`src/rtl/key_sel2_ctrl.sv`:
```
// Two debounced push buttons step a 2-bit LED select code up or down (mod 4).
// sel_chg pulses for one cycle whenever sel takes a new value.
module key_sel2_ctrl #(
  parameter int DB_CNT = 240000
) (
  input  logic       clk,
  input  logic       rst_n,
  input  logic       key_up_n,
  input  logic       key_dn_n,
  output logic [1:0] sel,
  output logic       sel_chg
);

  localparam logic [19:0] CNT_LAST = 20'(DB_CNT - 1);

  // Index 0 = up key, index 1 = down key.
  logic [1:0]  sync1;
  logic [1:0]  sync2;
  logic [1:0]  db;
  logic [19:0] cnt [2];
  logic [1:0]  press;

  always_ff @(posedge clk or negedge rst_n) begin
    if (!rst_n) begin
      sync1 <= 2'b11;
      sync2 <= 2'b11;
    end else begin
      sync1 <= {key_dn_n, key_up_n};
      sync2 <= sync1;
    end
  end

  // press is registered alongside the db update so sel moves on the following edge.
  always_ff @(posedge clk or negedge rst_n) begin
    if (!rst_n) begin
      db     <= 2'b11;
      cnt[0] <= '0;
      cnt[1] <= '0;
      press  <= 2'b00;
    end else begin
      for (int k = 0; k < 2; k++) begin
        press[k] <= 1'b0;
        if (sync2[k] == db[k]) begin
          cnt[k] <= '0;
        end else if (cnt[k] == CNT_LAST) begin
          cnt[k]   <= '0;
          db[k]    <= sync2[k];
          press[k] <= ~sync2[k];
        end else begin
          cnt[k] <= cnt[k] + 20'd1;
        end
      end
    end
  end

  always_ff @(posedge clk or negedge rst_n) begin
    if (!rst_n) begin
      sel     <= 2'b00;
      sel_chg <= 1'b0;
    end else begin
      case (press)
        2'b01: begin
          sel     <= sel + 2'd1;
          sel_chg <= 1'b1;
        end
        2'b10: begin
          sel     <= sel - 2'd1;
          sel_chg <= 1'b1;
        end
        default: sel_chg <= 1'b0;
      endcase
    end
  end

endmodule
```
`config.mk`:
```
export PLATFORM = sky130hd
export DESIGN_NAME = key_sel2_ctrl
export DESIGN_NICKNAME = d
export VERILOG_FILES = /design/src/rtl/key_sel2_ctrl.sv
export SDC_FILE = /design/constraint.sdc
export NUM_CORES = 1
export LEC_CHECK = 0
export ABC_AREA = 1
export CAP_MARGIN = 25
export CORE_MARGIN = 2
export CORE_UTILIZATION = 60
export DETAILED_ROUTE_END_ITERATION = 8
export HOLD_SLACK_MARGIN = 0.15
export PLACE_DENSITY = 0.78
export SLEW_MARGIN = 5
export SYNTH_ARGS = -nofsm -noshare
export SYNTH_HDL_FRONTEND = slang
export SYNTH_SLANG_ARGS = --single-unit
```
`constraint.sdc`:
```
create_clock -name clk -period 2.6 [get_ports clk]
set_input_delay 0.52 -clock clk [delete_from_list [all_inputs] [get_ports clk]]
set_output_delay 0.52 -clock clk [all_outputs]
set_load 0.05 [all_outputs]
```
# After elaboration in Yosys (flattened, before gate mapping)
# Cells that the tools add are included.
[totals] input_bits=4 regBits=51 output_inout_bits=3 wordCells=37
[classes] n_addsub=4 eq_ne=6 muxes=10 n_reduce_logical=4 bitwise=4
[op_table] cell="$mux W20" count=4
[op_table] cell="$add A20 B1 Y20 const B" count=2
[op_table] cell="$eq A20 B18 Y1 const B" count=2
[op_table] cell="$mux W1" count=5
[op_table] cell="$not A1 Y1" count=4
[op_table] cell="$pmux W2 S2" count=1
[op_table] cell="$reduce_and A2 Y1" count=2
[op_table] cell="$add A2 B1 Y2 const B" count=1
[op_table] cell="$eq A1 B1 Y1" count=2
[op_table] cell="$eq A2 B1 Y1 const B" count=1
[op_table] cell="$eq A2 B2 Y1 const B" count=1
[op_table] cell="$reduce_bool A2 Y1" count=1
[op_table] cell="$reduce_or A2 Y1" count=1
[op_table] cell="$sub A2 B1 Y2 const B" count=1

# Depth between registers and ports, before layout
# Gate-level depths: netlist (run 1).
[logic_depth] depth_word=3 mapped_depth=9 ltp_nobuf=9

# Worst setup path before layout (run 1)
# No wires, ideal clock.
[synth_path] path_kind="reg2reg" from="register cnt[0] (netlist bit)" to="register cnt[11] (netlist bit)" setup_ns=0.121 setup_slack_ns=1.310 required_time_ns=2.479 stages_incl_launch_ff=9 synth_period_minus_slack_ns=1.290 t_arrival_ns=1.169 n_path_buf=0 path_cell_list="dfrtp_1 ha_1 nand2_1 inv_1 nand2_1 nor2_2 nand3_2 nand2_2 nor2_1"
[synth_via] elab_chain_len=3 word_cells_on_any_way=4 cone_classes="add/sub (1); eq/ne (1); mux (2)"
[synth_lines] item="from (decl)" line_no="20" source="logic [19:0] cnt [2];"
[synth_lines] item="from (signal, indexed assignment)" line_no="50" source="cnt[k] <= cnt[k] + 20'd1;"
[synth_lines] item="$add A20 B1 Y20 / $eq A20 B18 Y1 (equally long branches)" line_no="50, 45"
[synth_lines] item="$mux W20 *" line_no="45" source="end else if (cnt[k] == CNT_LAST) begin"
[synth_lines] item="$mux W20 *" line_no="43" source="if (sync2[k] == db[k]) begin"
# Mark *: on every way between the ends. The rest lies on a longest branch, timed or not.
# A chain may end at the register's enable or synchronous reset.

# Final worst setup path (run 1)
[layout_path] from="register sel[0]" to="output port sel[0]"
[layout_lines] item="from (decl)" line_no="10" source="output logic [1:0] sel,"
[layout_lines] item="from (signal assigned)" line_no="63" source="sel <= sel + 2'd1;"
[layout_lines] item="from (signal assigned)" line_no="67" source="sel <= sel - 2'd1;"
# No word-level cell between the ends.

==> flow_metrics.tcl, run 1 <==
set metrics [dict create \
    outcome "finished clean" \
    ys.warnings.count 0 \
    worst-endpoint-arrival_ns 1.54 \
    path_cells "clkdlybuf4s50_1" \
    antenna_found_initial 0 \
    crit_buf_inv 1 \
    fp.coreArea_um2 4350 \
    slew_headroom 0.672 \
    cp_slowest_cell "clkdlybuf4s50_1" \
    end_kind "primary output" \
    die_h_um 71.3 \
    viasPerCell 5.06 \
    fin_nets 375 \
    grt_overflow 0 \
    post-route-period-util 0.791 \
    setup_violations 0 \
    grt_pass1_wl_um 9190 \
    cts_tree "yes" \
    cts_sinks 51 \
    insertion_delay_ns 0.31 \
    ir_drop_mv 0.362 \
    synth_cells 354 \
    die-area_um2 5080 \
    stdcell_area_um2 2950 \
    worst_setup_path_start_kind "flip-flop" \
    tns_ns 0 \
    drc 0 \
    synth_edf_count 0 \
    routed-wl-met3_um 113 \
    top_layer_used "met4" \
    cp_max_fo 4 \
    ff_latch_area_um2 1280 \
    cts.path.max_buffers 2 \
    critPathKind "flip-flop to primary output" \
    io_pins 7 \
    cts-htree-levels 2 \
    n_fill_cell 370 \
    hold_path_class "input pin to async pin" \
    synthTopCellsByArea "dfrtp_1, nand2_1, nor2_1" \
    multi_input_area_um2 1260 \
    synthArstFlopShare 1.00 \
    die_x_um 71.3 \
    placed_cell_area_um2 2850 \
    io_buffers 6 \
    track_usage 0.229 \
    syn_area_um2 2710 \
    grt_max_degree 52 \
    syn_to_final_growth_pct 8.76 \
    rsz0062_at_grt "no" \
    max_stage_delay_ns 0.82 \
    dr_wl_met2_um 2380 \
    drt-pass1-iter-count 4 \
    drt_first_iter_violations 181 \
    cap_violations 0 \
    clock_skew_ns 0.00843 \
    clkTransAtPathRegs_ns 0.10 \
    cts_buffers 5 \
    synth_area_per_cell_um2 7.67 \
    powerDensity_nw_per_um2 456 \
    worstPathRequired_ns 2.08 \
    holdBufCountCts 0 \
    synthFlopType "dfrtp_1" \
    ys_seq_elements 51 \
    fmaxAchievable_mhz 486 \
    post_drt_wl_per_cell_um 11.7 \
    start_util 0.623 \
    diodes 0 \
    cts_resized 0 \
    cts_root_buf "clkbuf_8" \
    slew_violations 0 \
    leakage_nw 1.31 \
    gp_congestion 0.915 \
    hold_slack_ns 0.170 \
    hold_violations 0 \
    synth_top_cell_area_share 0.415 \
    grt_pass1_vias 2095 \
    syn_nets 361 \
    synth_common_cells "nand2_1, nor2_1, dfrtp_1" \
    vias 2132 \
    drive_above_1_share 0.130 \
    yosys.area.top_type "dfrtp_1" \
    synth_cell_types 22 \
    tightest_slew_ns 0.490 \
    p_total_mw 1.35 \
    ys_seq_area_frac 0.473 \
    period_needed_ns 2.06 \
    dp_hpwl_um 3670 \
    met1_length_um 2340 \
    antenna_left 0 \
    rows 24 \
    wl_um 4920 \
    post_cts_buffers 0 \
    cpLargestDelayFamily "buffers and inverters" \
]
-- state kept, by name, summed over array words and instances (netlist names) --
| signal | count |
|---|---|
| cnt | 40 |
| db | 2 |
| press | 2 |
| sel | 2 |
| sel_chg | 1 |
| sync1 | 2 |
| sync2 | 2 |
-- metal layers --
| layer | global-route usage | up-vias |
|---|---|---|
| met3 | 0.0436 | 7 |
| met1 | 0.303 | 987 |
| li1 | - | 1113 |
| met5 | 0 | - |
| met2 | 0.377 | 25 |
| met4 | 0.0839 | 0 |
-- report_power, final --
part           internal, mW  switching (mW)
clock network         0.200           0.281
logic                0.0154          0.0357
registers             0.806         0.00908
total                  1.02           0.326
-- cells by family after synthesis --
logic type | after synthesis | synth area share
adders and majority gates | 3 | 0.0138
DFF | 51 | 0.473
AOI/OAI and AO/OA | 13 | 0.0258
buffers and inverters | 46 | 0.0636
xor gates and xnor gates | 21 | 0.0733
and+or+nand+nor | 220 | 0.350
-- final timing paths --
kind                                from       end  slack [ns]  cells after the start
worst max-delay path              sel[0]    sel[0]        0.54                      1
worst min-delay path               rst_n   cnt[39]        0.17                      2
worst max register to register    cnt[0]   cnt[11]        1.06                      8
worst min register to register  sync1[1]  sync2[1]        0.36                      0
max in group asynchronous          rst_n  sync1[1]        2.14                      2
min in group clk                sync1[1]  sync2[1]        0.36                      0
-- cells in the final DEF (no fill, tap or decap), drive strengths merged --
cell,netlist,routed
ha,3,3
nand4,4,4
dfstp,6,6
nor3,6,6
a21oi,3,3
nand2,89,89
o21ai,8,8
dfrtp,45,45
buf,0,2
xor2,12,12
clkdlybuf4s50,0,5
clkinv,0,2
inv,46,47
xnor2,9,9
nor2,98,98
nor4,1,1
clkbuf,0,5
nand3,22,22
o21bai,2,2
-- cell type report --
class	count	area share
multi-input cells	257	0.426
inverters	46	0.0585
well taps	52	0.0220
clock buffers	5	0.0233
flip-flops and latches	51	0.435
repair buffers	7	0.0254
clock inverters	3	0.00975
-- metrics by stage --
stage          worst slack, ns  instances   util
4_1_cts                  0.529        421  0.678
3_3_place_gp             0.908        413  0.655
3_5_place_dp             0.886        413  0.655
2_1_floorplan             1.31        354      -
6_report                 0.544        421  0.678
5_1_grt                  0.489        421  0.678
(Power assumes the default switching activity.)
==> inputs of run 2 (changes only) <==
- CORE_UTILIZATION: 60 -> 55
- PLACE_DENSITY: 0.78 -> 0.75
- clock period: 2.6 -> 1.7 ns (I/O delays scaled with it)
==> run 2 against run 1 <==
  * Sequential share of layout area decreased by 0.67 points
  * Clock skew up 0.0051 ns
  * Design area grew 1.6%
  * Non-clock buffer count up 2
  * Largest cell class unchanged
==> flow_metrics.tcl, run 2 (synthesized netlist as in run 1, its figures left out) <==
set metrics [dict create \
    stdcell_area_um2 3000 \
    track_usage 0.209 \
    critPathKind "flip-flop to flip-flop" \
    hold_slack_ns 0.356 \
    outcome "finished clean" \
    cts-htree-levels 2 \
    leakage_nw 1.33 \
    cts_buffers 5 \
    insertion_delay_ns 0.31 \
    post-route-period-util 0.867 \
    cp_slowest_cell "dfrtp_1" \
    cts_tree "yes" \
    period_needed_ns 1.47 \
    crit_start "cnt[0]" \
    fmaxAchievable_mhz 679 \
    io_pins 7 \
    final_core_utilization 0.631 \
    fp.coreArea_um2 4750 \
    max_stage_delay_ns 0.39 \
    die_x_um 74.2 \
    io_buffers 6 \
    gp_congestion 0.938 \
    worst-endpoint-arrival_ns 1.66 \
    regToRegSetupSlack_ns 0.23 \
    clkTransAtPathRegs_ns 0.10 \
    holdPathEnd "sync2[0]" \
    fin_nets 377 \
    grt_overflow 0 \
    drt_first_iter_violations 110 \
    grt_max_degree 25 \
    drive_above_1_share 0.140 \
    largest_reg_flops 40 \
    die_h_um 74.2 \
    reg2regPathDepth 8 \
    ir_drop_mv 0.533 \
    post_cts_buffers 0 \
    whs_path_depth 0 \
    dp_hpwl_um 3850 \
    hold_path_class "flip-flop to flip-flop" \
    tns_ns 0 \
    powerDensity_nw_per_um2 728 \
    diodes 0 \
    path_cells "ha_1 > nand2_1 > inv_1 > nand2_1 > nor2_2 > nand3_2 > nand2_2 > nor2_1" \
    antenna_found_initial 0 \
    post_drt_wl_per_cell_um 11.3 \
    regMostFlops "cnt" \
    start_util 0.571 \
    drt-pass1-iter-count 4 \
    drc 0 \
    antenna_left 0 \
    cts.path.max_buffers 2 \
    holdBufCountCts 1 \
    r2r_end "cnt[11]" \
    cp_max_fo 8 \
    end_kind "flip-flop" \
    clock_skew_ns 0.0135 \
    hp-start "sync1[0]" \
    rows 25 \
    worst_setup_path_start_kind "flip-flop" \
    die-area_um2 5510 \
    vias 2145 \
    final_cell_mix "nand2_1, nor2_1, dfrtp_1" \
    syn_to_final_growth_pct 10.5 \
    slew_headroom 0.674 \
    placed_cell_area_um2 2870 \
    r2r-start "cnt[0]" \
    path_common_cell "nand2_1" \
    cts_root_buf "clkbuf_8" \
    viasPerCell 4.90 \
    rsz0062_at_grt "no" \
    cts_resized 0 \
    cap_violations 0 \
    hold_violations 0 \
    grt_pass1_vias 2033 \
    slew_violations 0 \
    grt_pass1_wl_um 8710 \
    worstPathRequired_ns 1.89 \
    cts_sinks 51 \
    setup_violations 0 \
    wl_um 4950 \
    tightest_slew_ns 0.489 \
]
run 2: power breakdown:
group	switching [mW]	internal [mW]
clock network	0.411	0.443
logic	0.0545	0.0262
registers	0.0139	1.23
run 2: worst max-delay path by stage:
| stage | end | cells past startpoint |
|---|---|---|
| 6_report | cnt[11] | 8 |
| 3_3_place_gp | cnt[11] | 8 |
| 2_1_floorplan | cnt[11] | 8 |
| 4_1_cts | cnt[11] | 8 |
| 5_1_grt | cnt[0] | 8 |
| 3_5_place_dp | cnt[11] | 8 |
run 2: per-layer routing:
layer / track usage / routed length (um) / vias to the layer above
met1: 0.261 / 2230 / 977
met4: 0.0853 / 104 / 0
li1: - / - / 1109
met2: 0.356 / 2430 / 47
met5: 0 / 0 / -
met3: 0.0447 / 178 / 12
run 2: cell type report:
cell class	instances	area [um2]
repair buffers	9	85.1
clock buffers	5	68.8
flip-flops and latches	51	1280
clock inverters	3	46.3
well taps	67	83.8
fillers	428	1760
multi-input cells	257	1260
inverters	46	173
run 2: critical path, delay by kind of cell, from the launching register on:
| kind | cells | cell delay (ns) |
|---|---|---|
| adders and majority gates | 1 | 0.18 |
| and+or+nand+nor | 6 | 0.72 |
| DFF | 1 | 0.39 |
| buffers and inverters | 1 | 0.08 |
run 2: through the flow:
step                instances  setup WS (ns)  power, mW
global placement          429          0.285       1.35
detailed placement        429          0.233       1.35
floorplan                 354          0.410       1.30
global route              438         0.0498       2.29
finish                    438          0.227       2.18
CTS                       438          0.216       2.23
==> inputs of run 3 (changes only) <==
- ABC_AREA: 1 -> 0
- CORE_UTILIZATION: 55 -> 57
- CTS_BUF_LIST: default -> sky130_fd_sc_hd__clkbuf_2
- PLACE_DENSITY: 0.75 -> 0.78
==> run 3 against run 2 <==
  * The run now ends with negative setup slack left
  * Sequential power is essentially flat
  * Non-clock buffer count up 33
  * Critical path type unchanged
  * Critical endpoint is now db[0]
  * Core utilization rose by 9.6 points
  * Worst setup slack got worse by 0.26 ns
  * Critical path depth is 3 lower
  * Total power decreased by 9.3%
==> flow_metrics.tcl, run 3 <==
set metrics [dict create \
    cts-htree-levels 2 \
    ir_drop_mv 0.424 \
    cts_tree "yes" \
    die_h_um 69.2 \
    slew_headroom 0.705 \
    r2r-start "cnt[27]" \
    cts.path.max_buffers 2 \
    synth_common_cells "dfrtp_1, nor2_1, xnor2_1" \
    cts_buffers 5 \
    post-route-period-util 1.02 \
    start_util 0.597 \
    drt_first_iter_violations 121 \
    regToRegSetupSlack_ns -0.04 \
    gp_congestion 0.832 \
    fin_nets 289 \
    cts_root_buf "clkbuf_2" \
    synth_cell_types 38 \
    ys_seq_area_frac 0.530 \
    yosys.area.top_type "dfrtp_1" \
    drc 0 \
    synthTopCellsByArea "dfrtp_1, xnor2_1, dfstp_2" \
    rsz0062_at_grt "yes" \
    slew_violations 0 \
    worstPathRequired_ns 2.11 \
    clock_skew_ns 0.0187 \
    grt_pass1_vias 1848 \
    fmaxAchievable_mhz 576 \
    outcome "complete, but fails checks" \
    drive_above_1_share 0.269 \
    grt_max_degree 52 \
    grt_overflow 0 \
    mostFrequentLayoutCell "dfrtp_1" \
    die-area_um2 4780 \
    wl_um 4950 \
    synth_cells 239 \
    swShare 0.232 \
    p_int_mw 1.52 \
    end_kind "flip-flop" \
    cts_sinks 51 \
    holdPathEnd "sync1[0]" \
    rows 23 \
    synth_edf_count 0 \
    regMostFlops "cnt" \
    cp_max_fo 4 \
    syn_nets 246 \
    antenna_found_initial 0 \
    diodes 0 \
    cap_violations 0 \
    ys_seq_elements 51 \
    p_total_mw 1.98 \
    hold_path_class "input pin to flip-flop" \
    worst_setup_path_start_kind "flip-flop" \
    power.switching_uw 458 \
    post_drt_wl_per_cell_um 14.9 \
    hp-start "key_up_n" \
    die_x_um 69.2 \
    worst-endpoint-arrival_ns 2.15 \
    whs_path_depth 1 \
    final_cell_mix "dfrtp_1, nor2_1, buf_4" \
    ys.warnings.count 0 \
    ff_latch_area_um2 1280 \
    hold_violations 0 \
    grt_pass1_wl_um 8340 \
    critPathKind "flip-flop to flip-flop" \
    n_fill_cell 284 \
    antenna_left 0 \
    setup_ws_ns -0.0370 \
    synthArstFlopShare 1.00 \
    track_usage 0.213 \
    syn_area_um2 2420 \
    violations "negative setup slack" \
    power_frac_seq 0.634 \
    powerDensity_nw_per_um2 671 \
    vias 1882 \
    clkTransAtPathRegs_ns 0.25 \
    syn_to_final_growth_pct 21.8 \
    tns_ns -0.0706 \
    period_needed_ns 1.74 \
    multi_input_area_um2 1170 \
    setup_violations 6 \
    io_buffers 6 \
    dp_hpwl_um 3110 \
    synth_most_common_cell "dfrtp_1" \
    synth_area_per_cell_um2 10.1 \
    combPwrFrac 0.052 \
    leakage_nw 1.25 \
    fp.coreArea_um2 4060 \
    drt-pass1-iter-count 4 \
    r2r_end "db[0]" \
    power.share.clock 0.315 \
    largest_reg_flops 40 \
    viasPerCell 5.65 \
    synth_top_cell_area_share 0.465 \
    io_pins 7 \
    insertion_delay_ns 0.44 \
    reg2regPathDepth 5 \
    synthFlopType "dfrtp_1" \
    tightest_slew_ns 0.439 \
]
run 3: cell types whose count changed after synthesis, sizes merged, moves of 5 or more:
cell and delta:
nand4 +7, and3 +5, nor2 -61, nor4 +8, nand3 -8, inv -39
xnor2 +14, or3 +5, o31ai +5, nand2 -74, a21oi +7
run 3: power by group through the flow:
stage                     sequential (mW)  combinational [mW]  clock (mW)
after floorplan                      1.27              0.0392           0
after global placement               1.27              0.0889           0
after detailed placement             1.27              0.0906           0
after CTS                            1.25              0.0973       0.633
after global routing                 1.26               0.115       0.681
final                                1.25               0.102       0.623
run 3: cells by family (layout without fill, tap and decap cells):
| group | after synthesis | in the layout | synth area share |
|---|---|---|---|
| DFF | 51 | 51 | 0.530 |
| and+or+nand+nor | 116 | 116 | 0.251 |
| xor gates and xnor gates | 31 | 31 | 0.112 |
| adders and majority gates | 3 | 3 | 0.0155 |
| AOI/OAI and AO/OA | 23 | 23 | 0.0584 |
| buffers and inverters | 13 | 57 | 0.0233 |
| muxes | 2 | 2 | 0.00930 |
run 3: timing repair:
item                                    4_1_cts  5_1_grt
endpoints found under the setup margin       10       24
endpoints found under the hold margin        51        0
buffers inserted                              5        6
cloned                                        0        1
pin swaps                                     5        8
resized for setup                             5       17
hold buffers                                  1        0
run 3: worst max-delay path, stage by stage, from the launching register on:
cell	delay [ns]
dfrtp_2	0.51
nor4b_2	0.29
nand4_1	0.23
buf_4	0.22
nor3_4	0.14
mux2_4	0.32
run 3: stage by stage:
stage / utilization / hold WS (ns) / area (um2) / instances / setup WS [ns]
5_1_grt: 0.726 / 0.208 / 2950 / 333 / -0.101
3_3_place_gp: 0.663 / 0.347 / 2690 / 312 / 0.0387
4_1_cts: 0.695 / 0.234 / 2820 / 326 / 0.00486
3_5_place_dp: 0.663 / 0.347 / 2690 / 312 / -0.0120
2_1_floorplan: - / 0.0444 / 2420 / 239 / 0.00702
6_report: 0.726 / 0.254 / 2950 / 333 / -0.0370
run 3: how the worst max path moves through the flow:
stage | startpoint | to | slack (ns) | depth (start not counted)
4_1_cts | cnt[27] | cnt[38] | 0.005 | 5
5_1_grt | cnt[20] | cnt[35] | -0.10 | 5
3_3_place_gp | cnt[25] | cnt[39] | 0.04 | 4
6_report | cnt[27] | db[0] | -0.04 | 5
2_1_floorplan | cnt[27] | cnt[23] | 0.007 | 5
3_5_place_dp | cnt[25] | cnt[39] | -0.01 | 4
run 3: area by class of cell:
| type | count | area share |
|---|---|---|
| sequential | 51 | 0.436 |
| multi-input combinational | 175 | 0.398 |
| timing repair buffer | 42 | 0.114 |
| tap | 50 | 0.0212 |
| clock inverter | 3 | 0.0132 |
| inverter | 7 | 0.00891 |
| clock buffer | 5 | 0.00849 |
run 3: per-layer routing:
layer | vias up | track usage | wire length [um]
met1 | 910 | 0.303 | 2380
met2 | 37 | 0.332 | 2340
met3 | 8 | 0.0407 | 165
li1 | 927 | - | -
met5 | - | 0 | 0
met4 | 0 | 0.0697 | 72
